===== config.mk =====
export PLATFORM = sky130hd
export DESIGN_NAME = scr1_dmem_vec_serializer
export DESIGN_NICKNAME = d
export VERILOG_FILES = /design/src/rtl/scr1_dmem_vec_serializer_pkg.sv /design/src/rtl/scr1_dmem_vec_serializer.sv
export SDC_FILE = /design/constraint.sdc
export NUM_CORES = 1
export LEC_CHECK = 0
export CAP_MARGIN = 20
export CORE_ASPECT_RATIO = 1.25
export CORE_MARGIN = 3
export CORE_UTILIZATION = 45
export CTS_BUF_LIST = sky130_fd_sc_hd__clkbuf_8
export DETAILED_ROUTE_END_ITERATION = 6
export DONT_BUFFER_PORTS = 1
export HOLD_SLACK_MARGIN = 0.03
export SYNTH_ARGS = -nofsm -noshare
export SYNTH_HDL_FRONTEND = slang
export SYNTH_SLANG_ARGS = --single-unit

===== constraint.sdc =====
create_clock -name clk -period 2.6 [get_ports clk]
set_input_delay 0 -clock clk [delete_from_list [all_inputs] [get_ports clk]]
set_output_delay 0 -clock clk [all_outputs]
set_load 0.1 [all_outputs]

===== src/rtl/scr1_dmem_vec_serializer_pkg.sv =====
// scr1_dmem_vec_serializer_pkg: memory interface types shared by the LSU-side vector serializer
package scr1_dmem_vec_serializer_pkg;
  localparam int SCR1_LANE = 4;
  localparam int SCR1_DMEM_AWIDTH = 32;
  typedef logic [SCR1_LANE-1:0][31:0] type_vector;
  typedef enum logic {SCR1_MEM_CMD_RD, SCR1_MEM_CMD_WR} type_scr1_mem_cmd_e;
  typedef enum logic [1:0] {
    SCR1_MEM_WIDTH_BYTE,
    SCR1_MEM_WIDTH_HWORD,
    SCR1_MEM_WIDTH_WORD,
    SCR1_MEM_WIDTH_VECTOR
  } type_scr1_mem_width_e;
  typedef enum logic [1:0] {
    SCR1_MEM_RESP_NOTRDY,
    SCR1_MEM_RESP_RDY_OK,
    SCR1_MEM_RESP_RDY_ER
  } type_scr1_mem_resp_e;
  typedef enum logic [1:0] {
    SCR1_SER_IDLE,
    SCR1_SER_REQ,
    SCR1_SER_WAIT,
    SCR1_SER_RSP
  } type_scr1_ser_fsm_e;
endpackage


===== src/rtl/scr1_dmem_vec_serializer.sv =====
// scr1_dmem_vec_serializer: splits vector DMEM requests into sequential 32-bit beats, one response per request
module scr1_dmem_vec_serializer
  import scr1_dmem_vec_serializer_pkg::*;
#(
  parameter int LANE   = SCR1_LANE,
  parameter int AWIDTH = SCR1_DMEM_AWIDTH
) (
  input  logic                   clk,
  input  logic                   rst,
  input  logic                   lsu2dmem_req,
  input  type_scr1_mem_cmd_e     lsu2dmem_cmd,
  input  type_scr1_mem_width_e   lsu2dmem_width,
  input  logic [AWIDTH-1:0]      lsu2dmem_addr,
  input  logic [LANE-1:0][31:0]  lsu2dmem_wdata,
  output logic                   dmem2lsu_req_ack,
  output logic [LANE-1:0][31:0]  dmem2lsu_rdata,
  output type_scr1_mem_resp_e    dmem2lsu_resp,
  output logic                   ser2mem_req,
  output type_scr1_mem_cmd_e     ser2mem_cmd,
  output type_scr1_mem_width_e   ser2mem_width,
  output logic [AWIDTH-1:0]      ser2mem_addr,
  output logic [31:0]            ser2mem_wdata,
  input  logic                   mem2ser_req_ack,
  input  logic [31:0]            mem2ser_rdata,
  input  type_scr1_mem_resp_e    mem2ser_resp
);
  localparam int BW = (LANE > 1) ? $clog2(LANE) : 1;
  type_scr1_ser_fsm_e   state_q, state_d;
  logic [BW-1:0]        beat_q, beat_d;
  logic                 err_q, err_d;
  type_scr1_mem_cmd_e   cmd_q, cmd_d;
  type_scr1_mem_width_e width_q, width_d;
  logic [AWIDTH-1:0]    addr_q, addr_d;
  logic [LANE-1:0][31:0] wdata_q, wdata_d, rbuf_q, rbuf_d;
  logic                 is_vec, last;
  assign is_vec = width_q == SCR1_MEM_WIDTH_VECTOR;
  assign last   = !is_vec || beat_q == BW'(LANE - 1);
  assign dmem2lsu_req_ack = state_q == SCR1_SER_IDLE && lsu2dmem_req;
  assign dmem2lsu_resp    = state_q != SCR1_SER_RSP ? SCR1_MEM_RESP_NOTRDY
                          : err_q ? SCR1_MEM_RESP_RDY_ER : SCR1_MEM_RESP_RDY_OK;
  assign dmem2lsu_rdata   = rbuf_q;
  assign ser2mem_req      = state_q == SCR1_SER_REQ;
  assign ser2mem_cmd      = cmd_q;
  assign ser2mem_width    = is_vec ? SCR1_MEM_WIDTH_WORD : width_q;
  // word index advances per beat; the sub-word offset and any wrap are left as-is
  assign ser2mem_addr     = is_vec ? {addr_q[AWIDTH-1:2] + (AWIDTH-2)'(beat_q), addr_q[1:0]} : addr_q;
  assign ser2mem_wdata    = wdata_q[is_vec ? beat_q : '0];
  always_comb begin
    state_d = state_q;
    beat_d  = beat_q;
    err_d   = err_q;
    cmd_d   = cmd_q;
    width_d = width_q;
    addr_d  = addr_q;
    wdata_d = wdata_q;
    rbuf_d  = rbuf_q;
    case (state_q)
      SCR1_SER_IDLE: if (lsu2dmem_req) begin
        cmd_d   = lsu2dmem_cmd;
        width_d = lsu2dmem_width;
        addr_d  = lsu2dmem_addr;
        wdata_d = lsu2dmem_wdata;
        rbuf_d  = '0;
        beat_d  = '0;
        err_d   = 1'b0;
        state_d = SCR1_SER_REQ;
      end
      SCR1_SER_REQ: if (mem2ser_req_ack) state_d = SCR1_SER_WAIT;
      SCR1_SER_WAIT: if (mem2ser_resp == SCR1_MEM_RESP_RDY_ER) begin
        err_d   = 1'b1;
        state_d = SCR1_SER_RSP;
      end else if (mem2ser_resp == SCR1_MEM_RESP_RDY_OK) begin
        if (cmd_q == SCR1_MEM_CMD_RD) rbuf_d[is_vec ? beat_q : '0] = mem2ser_rdata;
        state_d = last ? SCR1_SER_RSP : SCR1_SER_REQ;
        beat_d  = last ? beat_q : beat_q + 1'b1;
      end
      default: state_d = SCR1_SER_IDLE;
    endcase
  end
  always_ff @(posedge clk) begin
    if (rst) begin
      state_q <= SCR1_SER_IDLE;
      beat_q  <= '0;
      err_q   <= 1'b0;
      cmd_q   <= SCR1_MEM_CMD_RD;
      width_q <= SCR1_MEM_WIDTH_BYTE;
      addr_q  <= '0;
      wdata_q <= '0;
      rbuf_q  <= '0;
    end else begin
      state_q <= state_d;
      beat_q  <= beat_d;
      err_q   <= err_d;
      cmd_q   <= cmd_d;
      width_q <= width_d;
      addr_q  <= addr_d;
      wdata_q <= wdata_d;
      rbuf_q  <= rbuf_d;
    end
  end
endmodule


==> results.sh <==
export IMPL_place_ws_ns=0.166
export IMPL_seq_area_frac_synth_pct=52.2
export IMPL_avgSynthCellArea_um2=9.02
export IMPL_holdPathStages=2
export IMPL_ys_top_cells_by_count="336 x nand2_1, 296 x dfxtp_1, 169 x a21oi_1"
export IMPL_drt_total_wl_um=39600
export IMPL_required_ns=2.60
export IMPL_root_buffer="clkbuf_8"
export IMPL_dieHeight_um=184
export IMPL_synth_fa_ha_area_share_pct=0.728
export IMPL_r2r_end="wdata_q[114]$_SDFFE_PP0P_"
export IMPL_synthArstFlopShare_pct=0
export IMPL_synth_top_area_share_pct=52.2
export IMPL_synth_top_family_by_area="compound AO/OA/AOI/OAI gates"
export IMPL_hp_start="rst"
export IMPL_die_area_um2=27200
export IMPL_period_needed_ns=2.55
export IMPL_grt_pass1_wl_um=61200
export IMPL_grt_max_degree=149
export IMPL_drc=0
export IMPL_cts_buffers=46
export IMPL_grt_overflow_total=0
export IMPL_place_congestion=0.842
export IMPL_synth_edf_count=0
export IMPL_multi_input_area_um2=5430
export IMPL_finClkSkew_ns=0.0148
export IMPL_seqCellArea_um2=5930
export IMPL_port_buffers=0
export IMPL_ios=400
export IMPL_synth_nets=1465
export IMPL_clock_sinks=296
export IMPL_synth_most_common_cell="nand2_1"
export IMPL_syn_area_um2=11300
export IMPL_setup_viol=0
export IMPL_synth_compound_area_share_pct=21.8
export IMPL_worstMarginPinSlew_ns=0.708
export IMPL_synth_xor_area_share_pct=2.16
export IMPL_ir_drop_mv=0.503
export IMPL_drt_first_pass_iters=6
export IMPL_yosys_area_share_simple_pct=15.7
export IMPL_fillers=1793
export IMPL_path_max_fanout=5
export IMPL_viasPerCell=5.50
export IMPL_core_area_um2=24700
export IMPL_drtIter0Drc=528
export IMPL_ff2ff_path_depth=7
export IMPL_htreeDepth=2
export IMPL_finalSetupTns_ns=0
export IMPL_max_slew_margin_rel_pct=52.3
export IMPL_syn_inst=1258
export IMPL_power_density_nw_per_um2=618
export IMPL_clockBufferDepth=3
export IMPL_synth_seq_cells=296
export IMPL_antenna_found_initial=3
export IMPL_die_width_um=148
export IMPL_rows=64
export IMPL_r2r_start="state_q[0]$_SDFFE_PP0P_"
export IMPL_reg2reg_slack_ns=0.22
export IMPL_status="finished, final reports clean"
export IMPL_clkLatencyLatePin_ns=0.56
export IMPL_max_clock_freq_mhz=392
export IMPL_route_vias_total=11100
export IMPL_ys_types=47
export IMPL_setup_slack_ns=0.0481
export IMPL_placed_area_um2=14100
export IMPL_synth_area_leaders="dfxtp_1 52%, nand2_1 11%, a22o_1 9.9%"
export IMPL_track_usage_pct=27.8
export IMPL_initial_core_util_pct=46.0
export IMPL_path_clk_slew_ns=0.06
export IMPL_dp_hpwl_um=24000
export IMPL_crit_type="reg -> out"
export IMPL_synth_main_ff_cell="dfxtp_1"
export IMPL_hp_class="in -> reg"
export IMPL_hold_end="ser2mem_cmd$_SDFFE_PP0P_"
export IMPL_fin_util_pct=70.1
export IMPL_synth_top_area_cell="dfxtp_1"
export IMPL_wl_per_cell_um=19.7
export IMPL_final_area_um2=17300
export IMPL_maxSlewViolCount=0
export IMPL_finalHoldViolCount=0
export IMPL_cts_tree="yes"
export IMPL_ant_nets=0
export IMPL_synth_warnings=0
export IMPL_power_leakage_nw=7.11
export IMPL_final_nets=1850
export IMPL_drive_gt1_share_pct=23.2
export IMPL_crit_arrival_ns=2.55
export IMPL_cp_end_kind="output pin"
export IMPL_muxShareOfSynthArea_pct=3.01
export IMPL_min_period_over_period_pct=98.1
export IMPL_rsz0062_at_grt="true"
export IMPL_cp_start_kind="register"
export IMPL_area_growth_pct=52.5
export IMPL_drv_cap=0
export IMPL_first_global_vias=11200
## power by group
group,leakage (nW),internal (mW),switching [mW]
Clock,0.539,2.06,1.79
Combinational,4.16,0.719,1.24
Sequential,2.41,4.72,0.155
Total,7.11,7.50,3.19
## state kept, by name, summed over array words and instances (netlist names)
| name | count |
|---|---|
| state_q | 2 |
| addr_q | 32 |
| beat_q | 2 |
| dmem2lsu_rdata | 128 |
| ser2mem_cmd | 1 |
| width_q | 2 |
| err_q | 1 |
| wdata_q | 128 |
## area by class of cell
type	count	area share [%]
inverter	10	0.246
timing repair buffer	439	26.3
sequential	296	34.3
multi-input combinational	850	31.4
antenna	3	0.0434
tap	330	2.39
clock inverter	27	0.861
clock buffer	56	4.46
## worst max path at each step
stage,endpoint,depth (start not counted),slack [ns],from
detailed placement,ser2mem_addr[20],7,0.17,beat_q[0]$_SDFFE_PP0P_
CTS,ser2mem_addr[20],8,-0.10,beat_q[0]$_SDFFE_PP0P_
global route,ser2mem_addr[16],8,-0.07,beat_q[0]$_SDFFE_PP0P_
finish,ser2mem_addr[20],8,0.05,beat_q[0]$_SDFFE_PP0P_
global placement,ser2mem_addr[20],7,0.20,beat_q[0]$_SDFFE_PP0P_
floorplan,ser2mem_wdata[15],4,-0.65,beat_q[1]$_SDFFE_PP0P_
## cell families (layout without fill, tap and decap cells)
group | count (synthesis) | after routing
AO/OA/AOI/OAI | 374 | 374
XOR/XNOR | 28 | 28
AND/OR/NAND/NOR | 408 | 408
other | 0 | 3
adder cells (fa/ha/maj) | 6 | 6
buffers and inverters | 112 | 532
multiplexers | 34 | 34
flip-flops | 296 | 296
## layer usage
layer | part of all wire (%) | global-route usage, % | up-vias
li1 | - | - | 5157
met1 | 38 | 31.8 | 5324
met2 | 50 | 49.5 | 492
met3 | 7.5 | 6.49 | 97
met4 | 4.1 | 12.2 | 0
met5 | 0 | 0 | -
## placed cells by master (no fill, tap or decap), types with 8 or more instances in the layout
cell type,instances
nand2_1,334
o21ai_2,33
buf_4,165
buf_12,54
nand3_1,8
dlygate4sd3_1,213
xnor2_2,13
dfxtp_1,291
xnor2_4,8
a22oi_1,32
clkinv_2,8
a21oi_1,169
nand4_1,13
clkbuf_8,56
a22o_1,128
mux2i_1,33
inv_1,24
## metrics by stage
| step | cells | total power, mW | hold slack (ns) |
|---|---|---|---|
| after floorplan | 1258 | 6.08 | 0.126 |
| after global placement | 1706 | 6.53 | 0.113 |
| after detailed placement | 1706 | 6.55 | 0.112 |
| after CTS | 2007 | 10.7 | 0.0312 |
| after global routing | 2011 | 11.1 | 0.0454 |
| final | 2011 | 10.7 | 0.0727 |
## timing repair
item | CTS | global route
pin swaps | 4 | 3
setup endpoints to repair | 43 | 48
hold endpoints to repair | 296 | 0
gates resized for setup | 10 | 17
setup buffers | 3 | 1
hold buffers | 214 | 0
gates cloned | 1 | 0
## worst max-delay path, cell delays in order (launching register included)
cell and delay [ns]:
dfxtp_4 0.39, ha_4 0.14, inv_2 0.04, fa_2 0.39
nor4_4 0.23, buf_6 0.18, nand4_1 0.21, xnor2_4 0.23
buf_12 0.19
No activity file was read; power rests on OpenSTA's default activity.
